`config.mk`:
```
export PLATFORM = sky130hd
export DESIGN_NAME = leb128_stream_enc
export DESIGN_NICKNAME = d
export VERILOG_FILES = /design/src/rtl/leb128_pkg.sv /design/src/rtl/leb128_byte_slice.sv /design/src/rtl/leb128_stream_enc.sv
export SDC_FILE = /design/constraint.sdc
export NUM_CORES = 1
export LEC_CHECK = 0
export CAP_MARGIN = 20
export CORE_ASPECT_RATIO = 0.6
export CORE_MARGIN = 10
export CORE_UTILIZATION = 47
export DETAILED_ROUTE_END_ITERATION = 10
export PLACE_DENSITY = 0.75
export SYNTH_ARGS = -nofsm -noshare
export SYNTH_HDL_FRONTEND = slang
export SYNTH_SLANG_ARGS = --single-unit
```
`constraint.sdc`:
```
create_clock -name clk -period 2.3 [get_ports clk]
set_input_delay 0.46 -clock clk [delete_from_list [all_inputs] [get_ports clk]]
set_output_delay 0.46 -clock clk [all_outputs]
set_load 0.01 [all_outputs]
```
`src/rtl/leb128_pkg.sv`:
```
// Shared types and helpers for the LEB128 encoder family.
package leb128_pkg;

    typedef enum logic {
        IDLE,
        EMIT
    } leb128_state_t;

    localparam int unsigned LEB128_CONT_BIT = 7;

    function automatic int unsigned leb128_max_bytes(input int unsigned width);
        return (width + 6) / 7;
    endfunction

endpackage

```
`src/rtl/leb128_byte_slice.sv`:
```
// One LEB128 encoding step: current byte, continuation flag and shifted remainder.
// Signed termination is only built when LEB128_SIGNED_EN is defined.
module leb128_byte_slice
    import leb128_pkg::*;
#(
    parameter int unsigned DATA_W = 32
) (
    input  logic [DATA_W-1:0] rem,
    input  logic              sgn,
    output logic [7:0]        enc_byte,
    output logic              more,
    output logic [DATA_W-1:0] rem_next
);

    logic [DATA_W-1:0] lshr;
    logic [DATA_W-1:0] ashr;

    assign lshr     = rem >> 7;
    assign ashr     = $unsigned($signed(rem) >>> 7);
    assign rem_next = sgn ? ashr : lshr;

`ifdef LEB128_SIGNED_EN
    // Signed words stop once the remaining bits are pure sign extension of bit 6.
    always_comb begin
        if (sgn) begin
            more = !(((ashr == '0) && !rem[6]) || ((ashr == '1) && rem[6]));
        end else begin
            more = (lshr != '0);
        end
    end
`else
    assign more = (lshr != '0);
`endif

    always_comb begin
        enc_byte                        = '0;
        enc_byte[LEB128_CONT_BIT-1:0]   = rem[LEB128_CONT_BIT-1:0];
        enc_byte[LEB128_CONT_BIT]       = more;
    end

endmodule

```
`src/rtl/leb128_stream_enc.sv`:
```
// Streaming LEB128 encoder: one DATA_W-bit word in, one byte per cycle out.
// Define LEB128_SIGNED_EN to add the per-word in_signed (SLEB128) select.
module leb128_stream_enc
    import leb128_pkg::*;
#(
    parameter  int unsigned DATA_W    = 32,
    localparam int unsigned MAX_BYTES = leb128_max_bytes(DATA_W),
    localparam int unsigned LEN_W     = $clog2(MAX_BYTES + 1)
) (
    input  logic              clk,
    input  logic              rst,
    input  logic              in_valid,
    output logic              in_ready,
    input  logic [DATA_W-1:0] in_data,
`ifdef LEB128_SIGNED_EN
    input  logic              in_signed,
`endif
    output logic              out_valid,
    input  logic              out_ready,
    output logic [7:0]        out_data,
    output logic              out_last,
    output logic [LEN_W-1:0]  out_len
);

    leb128_state_t     state, state_next;
    logic [DATA_W-1:0] rem;
    logic [DATA_W-1:0] rem_next;
    logic              sgn;
    logic              sgn_in;
    logic [LEN_W-1:0]  idx;
    logic [7:0]        slice_byte;
    logic              more;
    logic              accept;
    logic              take;

`ifdef LEB128_SIGNED_EN
    assign sgn_in = in_signed;
`else
    assign sgn_in = 1'b0;
`endif

    leb128_byte_slice #(
        .DATA_W (DATA_W)
    ) u_slice (
        .rem      (rem),
        .sgn      (sgn),
        .enc_byte (slice_byte),
        .more     (more),
        .rem_next (rem_next)
    );

    always_comb begin
        state_next = state;
        in_ready   = 1'b0;
        out_valid  = 1'b0;
        out_data   = '0;
        out_last   = 1'b0;
        out_len    = '0;
        case (state)
            IDLE: begin
                in_ready = !rst;
                if (in_valid) begin
                    state_next = EMIT;
                end
            end
            EMIT: begin
                out_valid = 1'b1;
                out_data  = slice_byte;
                out_last  = !more;
                out_len   = idx;
                // Last byte leaving frees the slot in the same cycle for back-to-back words.
                in_ready  = out_ready && !more && !rst;
                if (out_ready && !more && !in_valid) begin
                    state_next = IDLE;
                end
            end
            default: state_next = IDLE;
        endcase
    end

    assign accept = in_valid && in_ready;
    assign take   = out_valid && out_ready && more;

    always_ff @(posedge clk) begin
        if (rst) begin
            state <= IDLE;
            rem   <= '0;
            sgn   <= 1'b0;
            idx   <= '0;
        end else begin
            state <= state_next;
            if (accept) begin
                rem <= in_data;
                sgn <= sgn_in;
                idx <= LEN_W'(1);
            end else if (take) begin
                rem <= rem_next;
                idx <= idx + LEN_W'(1);
            end
        end
    end

    always_ff @(posedge clk) begin
        if (!rst) begin
            idx_bound: assert (idx <= LEN_W'(MAX_BYTES));
        end
    end

endmodule
```
-- Word-level counts from Yosys, hierarchy flattened
Index checks and enable logic that the tools add are counted.
- add/subtract/negate cells: 1
- muxes and demuxes: 12
- bitwise operators: 1
- reductions and logical operators: 12
- operator list (operator ; number):
    $mux W32 ; 2
    $reduce_bool A32 Y1 ; 1
    $mux W8 ; 1
    $logic_and A1 B1 Y1 ; 6
    $mux W1 ; 6
    $pmux W1 S2 ; 2
    $add A3 B1 Y3 const B ; 1
    $logic_not A1 Y1 ; 3
    $mux W3 ; 1
    $reduce_bool A2 Y1 ; 1
    $reduce_or A2 Y1 ; 1
    $not A1 Y1 ; 1
- register bits: 36
- input port bits: 36
- output and inout bits: 14
- logic and storage cells: 31

-- Logic depth before layout (Yosys ltp)
Gate-level depths: netlist of the first run.
- word-level depth: 7
- mapped depth: 6
- depth with buffers taken out: 5

-- Modules after synthesis
A second synthesis of the first run with hierarchy kept.
- cell total of the unflattened synthesis: 271
- area, all modules: 2223.4 sq um
- by module, submodules not included (module ; instances ; cells an instance ; area each (sq um) ; sequential area each (sq um)):
    leb128_stream_enc ; 1 ; 222 ; 1868.0 ; 720.7
    leb128_byte_slice ; 1 ; 49 ; 355.3 ; 0.0

-- Least setup slack after synthesis of the first run
No wires, ideal clock.
- path kind: reg-to-output
- start point: register rem[18]
- end point: output port out_data[7]
- arrival time: 1.444 ns
- data required time: 1.840 ns
- setup slack: 0.396 ns
- cell stages (with the launch flop): 6
- path buffers: 1
- path through: dfxtp_1 > nor4_1 > nand4_2 > or2_1 > buf_2 > and2_1
- longest elaborated chain between the ends: 2
- RTL lines (element ; RTL line ; text):
    from (decl) ; leb128_stream_enc.sv:26 ; logic [DATA_W-1:0] rem;
    from (signal assigned) ; leb128_stream_enc.sv:93 ; rem <= in_data;
    from (signal assigned) ; leb128_stream_enc.sv:97 ; rem <= rem_next;
    $reduce_bool A32 Y1 ; leb128_byte_slice.sv:32 ; assign more = (lshr != '0);
    $mux W8 ; leb128_stream_enc.sv:59 ; case (state)
    to (decl) ; leb128_stream_enc.sv:20 ; output logic [7:0] out_data,
Every way passes these cells.

-- Worst setup path after layout of the first run
- start point: register state
- end point: output port out_data[3]
- longest elaborated chain between the ends: 1
- RTL lines (element ; RTL line ; text):
    from (decl) ; leb128_stream_enc.sv:25 ; leb128_state_t state, state_next;
    from (signal assigned) ; leb128_stream_enc.sv:91 ; state <= state_next;
    $mux W8 ; leb128_stream_enc.sv:59 ;
Every way passes these cells.

==> metrics, run 1 <==
DP Area 2526 um2; Slew Limit Fails 0; Final nets roughly 330; Async SR Flop Fraction 0%; top cells by count, synth 40 x nor2_1, 36 x dfxtp_1, 27 x nor3_1, 16 x mux2i_1; status finished clean; worst-path cell chain buf_4 > and2_1 > clkdlybuf4s50_1; power per cell area just under 600 nW/um2; final period utilization between 90% and 100%; Final HPWL DP slightly above 4 mm; via/cell ratio ~5.5; max incr delay on CP approximately 0.54 ns; worst skew pair latency 0.29 ns; full die area slightly below 7000 um2; fin crit period roughly 2.2 ns; IR drop worst, VDD roughly 0.00036 V; Cells after Synth 207; CTS tree yes; share of the synthesized area in the top cell type just over 40%; Die Y around 68 um; Total Wirelength 5.605 mm; post-route ant nets 0; number of global-route vias before repair 1773; Final setup viols 0; Total GRT Usage between 15 and 20%; DRC errors left 0; root buffer cell clkbuf_8; Max Buffers Root-to-Sink 2; WHS between 0.5 and 0.6 ns; Post-synth EDFFs 0; io pins 50; GRT overflow 0; CTS clk-pin slew, worst paths roughly 0.07 ns; global placer's final weighted congestion 0.8229; Post-Syn Area approximately 1800 um2; max_slew headroom between 70% and 80%; register area share after synthesis 40.36%; post-route cell area 2700 um2; most common cell in the netlist nor2_1; FMAX between 400 and 500 MHz; starting utilization of the core area between 40% and 50%; kind of end point of the critical path output port; average routed wire per standard cell 16.68 um; leakage between 1 and 1.5 nW; first-pass GRT wire length just under 9 mm; Max stage delay cell, worst path clkdlybuf4s50_1; post-synthesis cell type count 33; syn avg cell area roughly 8.6 um2; Filler Cells Inserted 307; core footprint approximately 3700 um2; Worst EP required approximately 1.8 ns; Clock Skew between 0.004 and 0.005 ns; multi-input logic area 1059 um2; worst-path maximum fanout 15; share of post-route cells with drive strength above 1 between 20 and 25%; Startpoint Class flip-flop; Main synth FF type dfxtp_1; antenna violations before repair 0; # H-tree levels 2; DR iter-0 viols 81; worst setup path class reg2out; Synth area leaders dfxtp_1 40%, mux2i_1 9.0%, nor2_1 8.4%; Worst-Margin Slew approximately 0.39 ns; Yosys reg bits 36; Area Overhead vs Synth 51.23%; pin count of the biggest net entering global routing 33; Hold Path Class reg2reg; RSZ-0062 raised after global routing false; Yosys top cell by area dfxtp_1; total iterations of the first detailed-routing run 4; die width around 100 um; Post-Place Worst Slack -0.1610 ns; worst path arrival time around 1.7 ns; Reg area just over 700 um2; row count 17; syn_nets 244; PortBufs slightly below 50; diodes inserted 0; Max Cap Violations 0; Yosys warnings 0; endpoints failing hold 0; CTS Buf Count 5; routed vias 1838; Sink Count 36; fin worst setup slack around 0.096 ns
==> final timing paths <==
kind                        start                    to  slack [ns]  cells past startpoint
max              state$_SDFF_PP0_           out_data[3]         0.1                      3
min reg2reg   idx[2]$_SDFFE_PP0P_   idx[2]$_SDFFE_PP0P_        0.55                      2
min           idx[2]$_SDFFE_PP0P_   idx[2]$_SDFFE_PP0P_        0.55                      2
max reg2reg  rem[15]$_SDFFE_PP0P_  rem[24]$_SDFFE_PP0P_        0.20                      8
==> per-layer routing <==
layer / share of wire [%] / up-vias / wire length (um) / GRT usage (%)
met4: 1.1 / 0 / 63 / 5.516
met1: 47 / 861 / 2649 / 21.73
met3: 8.7 / 9 / 488 / 6.110
met2: 43 / 63 / 2403 / 24.19
li1: - / 905 / - / -
met5: 0 / - / 0 / 0
==> worst max-delay path, delay by kind of cell, from the launching register on <==
family	cells	cell delay, ns
buffers and inverters	2	0.79
flip-flops	1	0.50
AND/OR/NAND/NOR	1	0.16
==> state kept, by name (all words and copies together), names as in the netlist <==
register  flops
rem          32
idx           3
state         1
==> timing repair <==
action,CTS,global route
cloned,0,0
setup endpoints to repair,3,3
pin swaps,5,4
resized for setup,13,8
hold buffers,0,0
setup buffers,3,1
==> cells in the final DEF, fill, tap and decap left out, drive strengths merged, types with 2 or more instances in the layout <==
cell	synthesis	layout
clkbuf	7	9
o22ai	10	10
dfxtp	36	36
inv	2	2
o21ai	3	3
a21oi	2	2
nor4	13	13
a211oi	9	9
nor3	27	27
and2	13	13
nor2	41	41
clkdlybuf4s50	0	46
mux2i	16	16
nand3	2	2
o21bai	7	7
buf	7	40
a21o	2	2
nand2	2	2
==> kinds of logic after synthesis <==
logic type | after synthesis | share of synthesized area (%)
and+or+nand+nor | 101 | 27.82
buffers and inverters | 16 | 4.835
AOI/OAI and AO/OA | 36 | 16.82
adders and majority gates | 1 | 0.7007
DFF | 36 | 40.36
muxes | 16 | 8.970
xor gates and xnor gates | 1 | 0.4906
==> where the power goes <==
group	switching, W	internal (W)	total [W]
registers	0.0000521	0.000676	0.000728
clock network	0.000221	0.000206	0.000427
logic	0.000187	0.000238	0.000425
total	0.000460	0.00112	0.00158
==> through the flow <==
stage | power, W | utilization [%] | instances | TNS, ns
final | 0.001580 | 73.80 | 336 | 0
after global routing | 0.001649 | 73.80 | 336 | 0
after CTS | 0.001564 | 73.53 | 335 | 0
after detailed placement | 0.001110 | 69.05 | 325 | -0.1942
after global placement | 0.001102 | 69.05 | 325 | -0.2691
after floorplan | 0.0009134 | - | 207 | 0
==> cell type report <==
class,instances,share of cell area [%]
multi-input combinational,155,39.20
timing repair buffer,89,28.73
sequential,36,26.74
clock buffer,6,2.688
tap,47,2.178
inverter,2,0.2780
clock inverter,1,0.1854
No activity file was read; power rests on OpenSTA's default activity.
==> inputs of run 2 (changes only) <==
--- a/config.mk
+++ b/config.mk
@@ -6,11 +6,12 @@
 export NUM_CORES = 1
 export LEC_CHECK = 0
 export CAP_MARGIN = 20
-export CORE_ASPECT_RATIO = 0.6
 export CORE_MARGIN = 10
-export CORE_UTILIZATION = 47
+export CORE_UTILIZATION = 49
+export CTS_BUF_LIST = sky130_fd_sc_hd__clkbuf_4
 export DETAILED_ROUTE_END_ITERATION = 10
-export PLACE_DENSITY = 0.75
+export PLACE_DENSITY = 0.78
 export SYNTH_ARGS = -nofsm -noshare
 export SYNTH_HDL_FRONTEND = slang
 export SYNTH_SLANG_ARGS = --single-unit
+export TNS_END_PERCENT = 50
==> run 2 against run 1 <==
Effect of this change:
- worst setup slack worse by 0.051 ns
- combinational power down 8.7%
- design area down 2.9%
- register-to-register slack about the same
- first-iteration DRC count up 23%
- total power down 8.0%
- sequential power about the same
- final cell count down 2.7%
- clock skew up 0.0070 ns
- sequential share of layout area up 0.93 points
==> metrics, run 2 (synthesis gave the netlist of run 1 again) <==
global placer's final weighted congestion 0.8364 (+1.6%); WL met3 313 um (-36%); Worst EP required 1.84 ns (about the same); row count 21 (+4); io pins 50 (unchanged); post-route cell area 2623 um2 (-2.9%); Die Y 80.37 um (+19%); max_slew headroom 66.23% (-7.5 points); total iterations of the first detailed-routing run 5 (+1); setup TNS 0 ns (unchanged); CTS Buf Count 5 (unchanged); DP Area 2472 um2 (-2.1%); Final setup viols 0 (unchanged); worst path arrival time 1.79 ns (+0.05 ns); CTS clk-pin slew, worst paths 0.10 ns (+0.03 ns); DR iter-0 viols 100 (+23%); PortBufs 49 (unchanged); pin count of the biggest net entering global routing 33 (unchanged); Max Buffers Root-to-Sink 2 (unchanged); commonest non-fill, non-tap cell in the layout clkdlybuf4s50_1; share of post-route cells with drive strength above 1 23.13% (-0.052 points); Max Used Layer met4; Area Overhead vs Synth 46.88%; Worst-Margin Slew 0.5059 ns (+0.1125 ns); average routed wire per standard cell 15.81 um (-5.2%); Total Wirelength 5.171 mm (-7.7%); worst setup path class reg2out; max reg flops 32 (unchanged); fin crit period 2.254 ns (+0.05054 ns); power per cell area 554.5 nW/um2 (-5.2%); kind of end point of the critical path output port; Startpoint Class flip-flop; final period utilization 98.02% (+2.2 points); Total GRT Usage 16.19% (-0.25 points); Most flops, register rem; status finished clean; antenna violations before repair 0 (unchanged); worst skew pair latency 0.35 ns (+0.06 ns); Final nets 318 (-2.5%); Final HPWL DP 3.847 mm (-5.4%); IR drop worst, VDD 0.0004166 V (+15%); met2 routed WL 2.472 mm (+2.9%); die width 80.37 um (-19%); GRT overflow 0 (unchanged); leakage 1.075 nW (-3.4%); endpoints failing hold 0 (unchanged); Sink Count 36 (unchanged); CTS tree yes; Final Util 76.78% (+3.0 points); FMAX 443.6 MHz (-2.2%); # H-tree levels 2 (unchanged); number of global-route vias before repair 1762 (-0.62%); routed vias 1779 (-3.2%); top flop regs rem (32), idx (3), state (1); core footprint 3416 um2 (-6.6%); root buffer cell clkbuf_4; diodes inserted 0 (unchanged); Total Power 0.001454 W (-8.0%); Clock Skew 0.01138 ns (+0.007001 ns); via/cell ratio 5.440 (-0.55%); Post-CTS Hold Fix Bufs 0 (unchanged); reg-to-reg setup timing slack 0.19 ns (about the same); WL met1 2.302 mm (-13%); post-route ant nets 0 (unchanged); worst-path maximum fanout 3 (-12); starting utilization of the core area 52.27% (+3.5 points); Max Cap Violations 0 (unchanged); most frequent cells in the layout 46 x clkdlybuf4s50_1, 40 x nor2_1, 32 x dfxtp_1, 31 x buf_4, 26 x nor3_1; full die area 6459 um2 (-4.2%); DRC errors left 0 (unchanged); first-pass GRT wire length 8.493 mm (-4.3%); Slew Limit Fails 0 (unchanged); Hold Path Class reg2reg; RSZ-0062 raised after global routing true
## run 2: cell type report
| cell class | instances | area, um2 |
|---|---|---|
| Sequential cell | 36 | 725.7 |
| Fill cell | 256 | 793.3 |
| Tap cell | 46 | 57.56 |
| Timing Repair Buffer | 81 | 719.4 |
| Multi-Input combinational cell | 155 | 1062 |
| Clock buffer | 6 | 45.04 |
| Clock inverter | 1 | 5.005 |
| Inverter | 2 | 7.507 |
## run 2: what timing repair did
item | CTS | global route
hold endpoints to repair | 0 | 0
pin swaps | 6 | 4
resized for setup | 21 | 9
endpoints found under the setup margin | 3 | 3
buffers inserted | 2 | 1
## run 2: final timing paths
path / from / cells past startpoint / end
worst min register to register: rem[5]$_SDFFE_PP0P_ / 2 / rem[5]$_SDFFE_PP0P_
worst max register to register: rem[8]$_SDFFE_PP0P_ / 7 / rem[7]$_SDFFE_PP0P_
worst min-delay path: rem[5]$_SDFFE_PP0P_ / 2 / rem[5]$_SDFFE_PP0P_
worst max-delay path: rem[26]$_SDFFE_PP0P_ / 6 / out_data[7]
## run 2: metrics by stage
step / instances / setup slack [ns] / hold WS, ns
finish: 327 / 0.04557 / 0.5469
global route: 327 / 0.0005624 / 0.5799
CTS: 326 / 0.0002617 / 0.5509
detailed placement: 317 / -0.1091 / 0.5300
global placement: 317 / -0.1017 / 0.5125
floorplan: 207 / 0.3962 / 0.4868
## run 2: critical path, cell delays in order, from the launching register on
cell     delay (ns)
dfxtp_2        0.35
nor4_4         0.28
buf_4          0.16
nand3_2        0.10
or2_4          0.27
and2_1         0.15
buf_2          0.13
## run 2: report_power, final
| group | total [W] | switching [W] | leakage [nW] | internal (W) |
|---|---|---|---|---|
| Clock | 0.000335 | 0.000210 | 0.0315 | 0.000124 |
| Combinational | 0.000388 | 0.000168 | 0.745 | 0.000220 |
| Sequential | 0.000731 | 0.0000544 | 0.299 | 0.000676 |
| Total | 0.00145 | 0.000433 | 1.08 | 0.00102 |
## run 2: routing by layer
metal  vias to the layer above  GRT usage [%]
li1                        895              -
met1                       821          19.27
met5                         -              0
met4                         0          5.810
met3                        11          4.120
met2                        52          27.23
